--- src/rtl/serial_link_data_link_deserializer.sv ---
// serial_link_data_link_deserializer: rebuilds {payload, credits} frames from LSB-first phy beats
// Optional build macro: SERIAL_LINK_DESER_STATS_EN adds saturating frame/stall counters.
// Ports:
//   clk_i, rst_i           clock, synchronous active-high reset
//   flush_i                drops any partial or held frame
//   beat_i/_valid_i/_ready_o        RX beat stream
//   payload_o/_valid_o/payload_ready_i  rebuilt payload stream
//   credits_o/credits_valid_o       credit field of the last frame, one-cycle pulse
//   beat_cnt_o, busy_o     next beat slot, collecting-or-holding status
//   stat_frames_o, stat_stall_cycles_o  (stats build only)
module serial_link_data_link_deserializer #(
    parameter int BeatWidth    = 32,
    parameter int PayloadWidth = 64,
    parameter int CreditWidth  = 8,
    localparam int FrameWidth  = PayloadWidth + CreditWidth,
    localparam int NumBeats    = (FrameWidth + BeatWidth - 1) / BeatWidth,
    localparam int CntWidth    = (NumBeats > 1) ? $clog2(NumBeats) : 1
) (
    input  logic                    clk_i,
    input  logic                    rst_i,
    input  logic                    flush_i,
    input  logic [BeatWidth-1:0]    beat_i,
    input  logic                    beat_valid_i,
    output logic                    beat_ready_o,
    output logic [PayloadWidth-1:0] payload_o,
    output logic                    payload_valid_o,
    input  logic                    payload_ready_i,
    output logic [CreditWidth-1:0]  credits_o,
    output logic                    credits_valid_o,
    output logic [CntWidth-1:0]     beat_cnt_o,
`ifdef SERIAL_LINK_DESER_STATS_EN
    output logic [15:0]             stat_frames_o,
    output logic [15:0]             stat_stall_cycles_o,
`endif
    output logic                    busy_o
);
    localparam int PadWidth = NumBeats * BeatWidth - FrameWidth;

    typedef enum logic [1:0] {RxIdle, RxCollect, RxHold} state_e;

    state_e                   state_q, state_d;
    logic [CntWidth-1:0]      cnt_q, cnt_d, slot;
    logic [FrameWidth-1:0]    frame_q, frame_d;
    logic [NumBeats*BeatWidth-1:0] frame_w;
    logic [CreditWidth-1:0]   credits_q, credits_d;
    logic                     credits_valid_q, credits_valid_d;
    logic                     beat_acc, last_beat;

    always_comb begin
        slot         = (state_q == RxCollect) ? cnt_q : '0;
        // holding a frame: a new beat may only enter as the held one leaves
        beat_ready_o = ~flush_i & ((state_q == RxHold) ? payload_ready_i : 1'b1);
        beat_acc     = beat_valid_i & beat_ready_o;
        last_beat    = beat_acc & (slot == CntWidth'(NumBeats - 1));
        frame_w      = '0;
        frame_w[FrameWidth-1:0] = frame_q;
        if (beat_acc)
            frame_w[slot*BeatWidth +: BeatWidth] = beat_i;
        // padding above FrameWidth is dropped here
        frame_d         = frame_w[FrameWidth-1:0];
        cnt_d           = beat_acc ? (last_beat ? '0 : slot + CntWidth'(1)) : cnt_q;
        state_d         = state_q;
        if (beat_acc)
            state_d = last_beat ? RxHold : RxCollect;
        else if (state_q == RxHold && payload_ready_i)
            state_d = RxIdle;
        credits_valid_d = last_beat;
        credits_d       = last_beat ? frame_d[CreditWidth-1:0] : credits_q;
        if (flush_i) begin
            state_d         = RxIdle;
            cnt_d           = '0;
            frame_d         = '0;
            credits_valid_d = 1'b0;
            credits_d       = credits_q;
        end
    end

    always_ff @(posedge clk_i) begin
        if (rst_i) begin
            state_q         <= RxIdle;
            cnt_q           <= '0;
            frame_q         <= '0;
            credits_q       <= '0;
            credits_valid_q <= 1'b0;
        end else begin
            state_q         <= state_d;
            cnt_q           <= cnt_d;
            frame_q         <= frame_d;
            credits_q       <= credits_d;
            credits_valid_q <= credits_valid_d;
        end
    end

    assign payload_o       = frame_q[FrameWidth-1:CreditWidth];
    assign payload_valid_o = (state_q == RxHold);
    assign credits_o       = credits_q;
    assign credits_valid_o = credits_valid_q;
    assign beat_cnt_o      = cnt_q;
    assign busy_o          = (state_q != RxIdle);

    generate
        if (PadWidth > 0) begin : g_pad
            logic pad_unused;
            assign pad_unused = ^frame_w[NumBeats*BeatWidth-1:FrameWidth];
        end
    endgenerate

`ifdef SERIAL_LINK_DESER_STATS_EN
    logic [15:0] stat_frames_q, stat_frames_d, stat_stall_q, stat_stall_d;

    always_comb begin
        stat_frames_d = (payload_valid_o & payload_ready_i & ~flush_i & ~&stat_frames_q)
                        ? stat_frames_q + 16'd1 : stat_frames_q;
        stat_stall_d  = (payload_valid_o & ~payload_ready_i & ~&stat_stall_q)
                        ? stat_stall_q + 16'd1 : stat_stall_q;
    end

    always_ff @(posedge clk_i) begin
        if (rst_i) begin
            stat_frames_q <= '0;
            stat_stall_q  <= '0;
        end else begin
            stat_frames_q <= stat_frames_d;
            stat_stall_q  <= stat_stall_d;
        end
    end

    assign stat_frames_o       = stat_frames_q;
    assign stat_stall_cycles_o = stat_stall_q;
`endif

    a_payload_stable: assert property (@(posedge clk_i) disable iff (rst_i || flush_i)
        payload_valid_o && !payload_ready_i |=> payload_valid_o && $stable(payload_o));

    generate
        if (NumBeats > 1) begin : g_credit_gap
            a_credit_gap: assert property (@(posedge clk_i) disable iff (rst_i)
                credits_valid_o |=> !credits_valid_o);
        end
    endgenerate
endmodule

--- config.mk ---
export PLATFORM = sky130hd
export DESIGN_NAME = serial_link_data_link_deserializer
export DESIGN_NICKNAME = d
export VERILOG_FILES = /design/src/rtl/serial_link_data_link_deserializer.sv
export SDC_FILE = /design/constraint.sdc
export NUM_CORES = 1
export LEC_CHECK = 0
export ABC_AREA = 1
export CORE_MARGIN = 1.5
export CORE_UTILIZATION = 48
export CTS_BUF_LIST = sky130_fd_sc_hd__clkbuf_16
export DETAILED_ROUTE_END_ITERATION = 10
export GPL_TIMING_DRIVEN = 0
export PLACE_DENSITY = 0.89
export RECOVER_POWER = 50
export SLEW_MARGIN = 20
export SYNTH_ARGS = -nofsm -noshare
export SYNTH_HDL_FRONTEND = slang
export SYNTH_SLANG_ARGS = --single-unit
--- constraint.sdc ---
create_clock -name clk_i -period 2.3 [get_ports clk_i]
set_clock_uncertainty 0.05 [all_clocks]
set_input_delay 0.23 -clock clk_i [delete_from_list [all_inputs] [get_ports clk_i]]
set_output_delay 0.23 -clock clk_i [all_outputs]
set_load 0.02 [all_outputs]
Word-level counts from Yosys, hierarchy flattened:

Index checks and enable logic that the tools add are counted.

* register bits: 85
* output and inout port bits: 78
* input port bits: 37

* reductions and logical operators: 5
* mux-type cells: 8
* bitwise gates (word level): 4
* equal/unequal tests: 3
* shift operators: 2
* add/subtract/negate cells: 2

Operator list (count)
* $bwmux W96: 1
* $shift A32 B34 Y96 const A: 1
* $shiftx A32 B34 Y96: 1
* $neg A7 Y34: 1
* $mux W2: 5
* $mux W8: 1
* $eq A2 B2 Y1 const B: 2
* $reduce_bool A2 Y1: 2
* $and A1 B1 Y1: 3
* $add A2 B1 Y2 const B: 1
* $eq A2 B1 Y1 const B: 1
* $reduce_and A2 Y1: 1
* $reduce_or A2 Y1: 1
* $logic_and A1 B1 Y1: 1
* $mux W1: 1
* $not A1 Y1: 1

Longest topological paths before layout:

Gate-level depths: netlist (run 1).

* depth after elaboration: 7
* gate-level depth with buffers: 13
* mapped depth without buffers: 12

Worst setup path before layout (run 1):

No wires, ideal clock.

* kind: reg-to-reg
* start point: register cnt_q[0], in the netlist beat_cnt_o[0]
* end point: register frame_q[12]
* stages on the path, launching flop included: 10
* arrival: 1790 ps
* path slack: 327 ps
* period minus slack after synthesis: 1973 ps
* path buffers: 2
* path through: dfxtp_1 -> nand3_2 -> buf_2 -> ha_1 -> clkinv_1 -> nand2_1 -> nor2_4 -> buf_4 -> nand2_1 -> a21oi_1

* longest elaborated chain between the ends: 4
* elaborated cells on any way between the ends: 5
* those cells by class: add/sub (1); shift (2); mux (2)

Ends and longest elaborated chain
* start: declaration: line 42 `logic [CntWidth-1:0] cnt_q, cnt_d, slot;`
* start signal: assignment: line 87 `cnt_q <= cnt_d;`
* $mux W2 *: line 50 `slot = (state_q == RxCollect) ? cnt_q : '0;`
* $neg A7 Y34 *: line 58 `frame_w[slot*BeatWidth +: BeatWidth] = beat_i;`
* $shiftx A32 B34 Y96 or $shift A32 B34 Y96 (tied branches): line 58
* $bwmux W96 *: line 58
* end signal: assignment: line 88 `frame_q <= frame_d;`
* end: declaration: line 43 `logic [FrameWidth-1:0] frame_q, frame_d;`

Mark *: on every way between the ends. The rest lies on a longest branch, timed or not.
A chain may end at the register's enable or synchronous reset.

Final worst setup path (run 1):

* start point: register cnt_q[0], in the netlist beat_cnt_o[0]
* end point: register frame_q[16]

Same word-level chain as after synthesis.

==> results.sh, run 1 <==
export IMPL_post_route_period_util_pct=93.34
export IMPL_detail_route_wl_per_cell_um=13.25
export IMPL_final_setup_viol_count=0
export IMPL_ios=115
export IMPL_synth_seq_cells=85
export IMPL_drive_gt1_share_pct=16.03
export IMPL_powerDensity_mw_per_mm2=572.1
export IMPL_drtIter0Drc=139
export IMPL_place_hpwl_um=8452
export IMPL_ys_seq_area_share_pct=40.44
export IMPL_die_area_sq_mm=0.009337
export IMPL_start_util_pct=50.45
export IMPL_slew_headroom_pct=64.10
export IMPL_clk_path_buf_depth=2
export IMPL_crit_type="reg2reg"
export IMPL_yosysWarnings=0
export IMPL_wirelength_um=11060
export IMPL_ys_top_cells_by_count="nand2_1 (176), dfxtp_1 (85), a21oi_1 (75), buf_4 (66), inv_1 (63)"
export IMPL_fillers=664
export IMPL_drc_errors=0
export IMPL_cp_max_fo=11
export IMPL_synthFlopType="dfxtp_1"
export IMPL_synth_avg_cell_area_sq_um=7.013
export IMPL_status="finished clean"
export IMPL_vias=4129
export IMPL_synthMuxAreaShare_pct=0
export IMPL_synth_enable_flop_cells=0
export IMPL_path_clk_slew_ns=0.07
export IMPL_cts_sinks=85
export IMPL_ant_nets=0
export IMPL_synth_fp_nets=640
export IMPL_worstSetupEndpointType="register"
export IMPL_die_h_um=96.63
export IMPL_yosysMostFrequentCell="nand2_1"
export IMPL_yosys_area_top_type_share_pct=40.44
export IMPL_yosys_area_top_type="dfxtp_1"
export IMPL_p_total_uw=3330
export IMPL_synth_fa_ha_area_share_pct=0.8921
export IMPL_grt_pass1_vias=3932
export IMPL_fin_tns_setup_ns=0
export IMPL_multiInputGateArea_sq_mm=0.001632
export IMPL_finalMaxSlewViolations=0
export IMPL_grt_pass1_wl_um=17930
export IMPL_arrival_ns=2.36
export IMPL_seq_area_sq_mm=0.001704
export IMPL_area_growth_pct=38.33
export IMPL_yosysUniqueCellTypes=22
export IMPL_io_buffer_count=113
export IMPL_synth_compound_area_share_pct=11.00
export IMPL_gp_congestion=0.9124
export IMPL_ys_top_cells_by_area="dfxtp_1 (40%), nand2_1 (16%), buf_4 (12%), a21oi_1 (8.9%), inv_1 (5.6%)"
export IMPL_cp_start_kind="register"
export IMPL_row_count=33
export IMPL_grt_max_degree=16
export IMPL_async_reset_ff_share_pct=0
export IMPL_synth_top_family_by_area="simple AND/OR/NAND/NOR gates"
export IMPL_first_pass_iters=5
export IMPL_fin_nets=765
export IMPL_layout_min_cycle_time_ns=2.147
export IMPL_tightest_slew_ns=0.5366
export IMPL_vias_per_cell=4.945
export IMPL_ir_worst_vdd_uv=365.0
export IMPL_cap_viol_max_count=0
export IMPL_antenna_found_initial=0
export IMPL_cts_tree="yes"
export IMPL_overflow=0
export IMPL_min_path_type="in2reg"
export IMPL_ctsHtreeMaxLevel=3
export IMPL_insertion_delay_ns=0.33
export IMPL_cts_root_buf="clkbuf_16"
export IMPL_netlist_area_sq_mm=0.004208
export IMPL_rsz0062_at_grt="no"
export IMPL_max_freq_mhz=465.8
export IMPL_fp_coreArea_sq_mm=0.008341
export IMPL_worstPathRequired_ns=2.51
export IMPL_dieWidth_um=96.63
export IMPL_leakagePower_uw=0.002891
export IMPL_synth_cells=600
export IMPL_num_antenna_cells=0
export IMPL_synth_simple_gate_area_share_pct=26.52
export IMPL_synth_xor_area_share_pct=0
export IMPL_r2r_slack_ns=0.15
export IMPL_cts_buffers_inserted=9
export IMPL_final_hold_viol_count=0
export IMPL_grt_usage_pct=23.14
==> registers in the layout, summed over array words and instances, names as in the netlist <==
register	flops
beat_cnt_o	2
credits_o	8
credits_valid_o	1
frame_q	72
state_q	2
==> timing repair <==
action / CTS / global route
gates resized for setup: 2 / 6
setup buffers: 0 / 1
hold endpoints to repair: 0 / 0
hold buffers: 0 / 0
pin swaps: 0 / 1
endpoints found under the setup margin: 16 / 40
==> cell families (layout without fill, tap and decap cells) <==
family          Yosys count  in the layout
flops                    85             85
simple gates            256            256
buf+inv                 164            294
compound gates           92             92
fa+ha+maj                 3              3
==> critical path: stages, from the launching register on <==
cell	delay (ns)
dfxtp_1	0.42
nand3_4	0.16
clkbuf_4	0.23
ha_1	0.35
clkinv_1	0.16
nand2_1	0.11
nor2_4	0.21
buf_4	0.20
nand2_1	0.06
a21oi_1	0.12
==> metal layers <==
metal	GRT usage (%)	share of wire, %	vias to the layer above
met5	0	0	-
met4	10.03	2.7	0
met3	4.118	5.6	31
li1	-	-	2063
met2	40.77	50	171
met1	27.45	41	1864
==> power breakdown <==
group | switching, uW | leakage, uW | total (uW) | internal, uW
Clock | 612 | 0.000152 | 1570 | 957
Combinational | 143 | 0.00205 | 266 | 124
Sequential | 8.91 | 0.000687 | 1500 | 1490
Total | 763 | 0.00289 | 3330 | 2570
==> area by class of cell <==
| cell class | count | share of cell area (%) |
|---|---|---|
| Clock inverter | 7 | 1.677 |
| Buffer | 94 | 10.79 |
| Sequential cell | 85 | 29.28 |
| Tap cell | 105 | 2.257 |
| Timing Repair Buffer | 114 | 19.56 |
| Multi-Input combinational cell | 351 | 28.03 |
| Inverter | 70 | 4.536 |
| Clock buffer | 9 | 3.869 |
==> worst paths after layout <==
kind	cells past startpoint	endpoint	from
max	9	frame_q[16]$_SDFFE_PP0P_	beat_cnt_o[0]$_SDFFE_PP0P_
min	4	credits_o[6]$_SDFFE_PP0P_	rst_i
max reg2reg	9	frame_q[16]$_SDFFE_PP0P_	beat_cnt_o[0]$_SDFFE_PP0P_
min reg2reg	2	frame_q[23]$_SDFFE_PP0P_	frame_q[23]$_SDFFE_PP0P_
==> per-stage QoR <==
step | cell area, sq um | cells | util (%) | hold slack, ns | worst slack [ns]
global placement | 5470 | 818 | 65.59 | 0.4038 | 0.009437
global route | 5821 | 835 | 69.79 | 0.2228 | 0.02139
CTS | 5799 | 834 | 69.53 | 0.2007 | 0.008145
finish | 5821 | 835 | 69.79 | 0.2013 | 0.1531
detailed placement | 5470 | 818 | 65.59 | 0.4074 | -0.09816
floorplan | 4208 | 600 | - | 0.3360 | 0.3274
==> cell usage in the layout (no fill, tap or decap), drive strengths merged <==
master,netlist,layout
o21ai,16,16
nor3,17,17
nand3,28,28
o211ai,1,1
nor3b,9,9
dfxtp,85,85
clkinv,3,4
clkbuf,7,18
clkdlybuf4s50,0,36
inv,67,69
nand4,3,3
bufinv,0,2
dlygate4sd3,0,77
nor2,22,22
nand2,177,177
buf,87,86
a21oi,75,75
clkinvlp,0,2
ha,3,3
Power figures use the tool's default switching activity.
==> run 2: changes to the inputs <==
--- a/constraint.sdc
+++ b/constraint.sdc
@@ -3,3 +3,3 @@
 set_input_delay 0.23 -clock clk_i [delete_from_list [all_inputs] [get_ports clk_i]]
 set_output_delay 0.23 -clock clk_i [all_outputs]
-set_load 0.02 [all_outputs]
+set_load 0.05 [all_outputs]
==> results.sh, run 2 (synthesized netlist as in run 1, its figures left out) <==
export IMPL_drtIter0Drc=141
export IMPL_area_growth_pct=38.30
export IMPL_leakagePower_uw=0.002882
export IMPL_vias_per_cell=4.910
export IMPL_grt_pass1_vias=3932
export IMPL_start_util_pct=50.45
export IMPL_crit_chain="inv_2, nand3_4, clkbuf_4, ha_1, clkinv_1, nand2_1, nor2_4, buf_4, nand2_1, a21oi_1"
export IMPL_antenna_found_initial=0
export IMPL_slew_headroom_pct=62.90
export IMPL_cp_max_fo=11
export IMPL_drc_errors=0
export IMPL_io_buffer_count=113
export IMPL_min_path_type="in2reg"
export IMPL_worstSetupEndpointType="register"
export IMPL_cts_sinks=85
export IMPL_clk_path_buf_depth=2
export IMPL_cts_tree="yes"
export IMPL_status="finished clean"
export IMPL_die_h_um=96.63
export IMPL_num_antenna_cells=0
export IMPL_multiInputGateArea_sq_mm=0.001632
export IMPL_stdcell_count=835
export IMPL_seq_area_sq_mm=0.001704
export IMPL_gp_congestion=0.9124
export IMPL_crit_type="reg2reg"
export IMPL_finalMaxSlewViolations=0
export IMPL_die_area_sq_mm=0.009337
export IMPL_rsz0062_at_grt="no"
export IMPL_path_clk_slew_ns=0.07
export IMPL_fillers=665
export IMPL_wirelength_um=10960
export IMPL_crit_buf_inv=4
export IMPL_final_cell_mix="nand2_1 (176), dfxtp_1 (83), a21oi_1 (75)"
export IMPL_dieWidth_um=96.63
export IMPL_ctsHtreeMaxLevel=3
export IMPL_first_pass_iters=4
export IMPL_largest_reg_flops=72
export IMPL_powerDensity_mw_per_mm2=577.3
export IMPL_grt_pass1_wl_um=17930
export IMPL_crit_family="buffers and inverters"
export IMPL_worstPathRequired_ns=2.51
export IMPL_grt_max_degree=16
export IMPL_place_inst=818
export IMPL_insertion_delay_ns=0.33
export IMPL_worst_path_most_repeated_cell="nand2_1"
export IMPL_ir_worst_vdd_uv=372.2
export IMPL_final_util_pct=69.77
export IMPL_detail_route_wl_per_cell_um=13.12
export IMPL_row_count=33
export IMPL_max_freq_mhz=471.3
export IMPL_fin_nets=765
export IMPL_layout_min_cycle_time_ns=2.122
export IMPL_ios=115
export IMPL_regMostFlops="frame_q"
export IMPL_final_setup_viol_count=0
export IMPL_cp_start_kind="register"
export IMPL_tightest_slew_ns=0.5547
export IMPL_arrival_ns=2.33
export IMPL_cts_root_buf="clkbuf_16"
export IMPL_slowest_stage="dfxtp_2"
export IMPL_fp_coreArea_sq_mm=0.008341
export IMPL_cts_buffers_inserted=9
export IMPL_cpPeakStageDelay_ns=0.36
export IMPL_drive_gt1_share_pct=15.75
export IMPL_place_hpwl_um=8452
export IMPL_ant_nets=0
export IMPL_post_route_period_util_pct=92.25
export IMPL_overflow=0
export IMPL_grt_usage_pct=23.14
export IMPL_final_common_cell="nand2_1"
export IMPL_cap_viol_max_count=0
export IMPL_holdWs_ns=0.2024
export IMPL_final_hold_viol_count=0
export IMPL_vias=4100
-- run 2: layout make-up --
type	instances	area share (%)
Buffer	94	10.77
Clock buffer	9	3.870
Clock inverter	7	1.677
Inverter	70	4.537
Multi-Input combinational cell	351	28.04
Sequential cell	85	29.28
Tap cell	105	2.258
Timing Repair Buffer	114	19.57
-- run 2: final timing paths --
check | startpoint | to | slack [ns] | cells past startpoint
setup / recovery | state_q[1]$_SDFFE_PP0P_ | frame_q[16]$_SDFFE_PP0P_ | 0.18 | 10
hold / removal | rst_i | credits_o[6]$_SDFFE_PP0P_ | 0.20 | 4
setup reg to reg | state_q[1]$_SDFFE_PP0P_ | frame_q[16]$_SDFFE_PP0P_ | 0.18 | 10
hold reg to reg | frame_q[23]$_SDFFE_PP0P_ | frame_q[23]$_SDFFE_PP0P_ | 0.42 | 2
-- run 2: stage by stage --
| step | worst slack, ns | power [uW] | TNS (ns) | instance area [sq um] |
|---|---|---|---|---|
| floorplan | 0.06906 | 1693 | 0 | 4208 |
| global placement | 0.009437 | 1815 | 0 | 5470 |
| detailed placement | -0.09816 | 1820 | -0.6108 | 5470 |
| CTS | 0.008145 | 3365 | 0 | 5799 |
| global route | 0.02401 | 3461 | 0 | 5819 |
| finish | 0.1784 | 3360 | 0 | 5819 |
-- run 2: worst register-to-register path, delay by kind of cell (launching register included) --
family                     cells  cell delay, ns
AOI/OAI and AO/OA              1            0.12
and+or+nand+nor                4            0.50
buffers and inverters          4            0.67
adders and majority gates      1            0.35
DFF                            1            0.36
-- run 2: report_power, final --
part	leakage [uW]	internal, uW	switching, uW
Clock	0.000152	957	614
Sequential	0.000687	1490	8.83
Combinational	0.00204	124	170
Total	0.00288	2570	793
-- run 2: layer usage --
metal	part of all wire, %	vias up	track usage [%]
met1	41	1855	27.45
met4	2.7	0	10.03
met5	0	-	0
met3	5.6	30	4.118
met2	50	153	40.77
li1	-	2062	-
-- run 2: timing repair --
action                                 in CTS  in global routing
resized for setup                           2                  6
pin swaps                                   0                  1
hold buffers                                0                  0
buffers inserted                            0                  1
endpoints found under the hold margin       0                  0
setup endpoints to repair                  16                 40
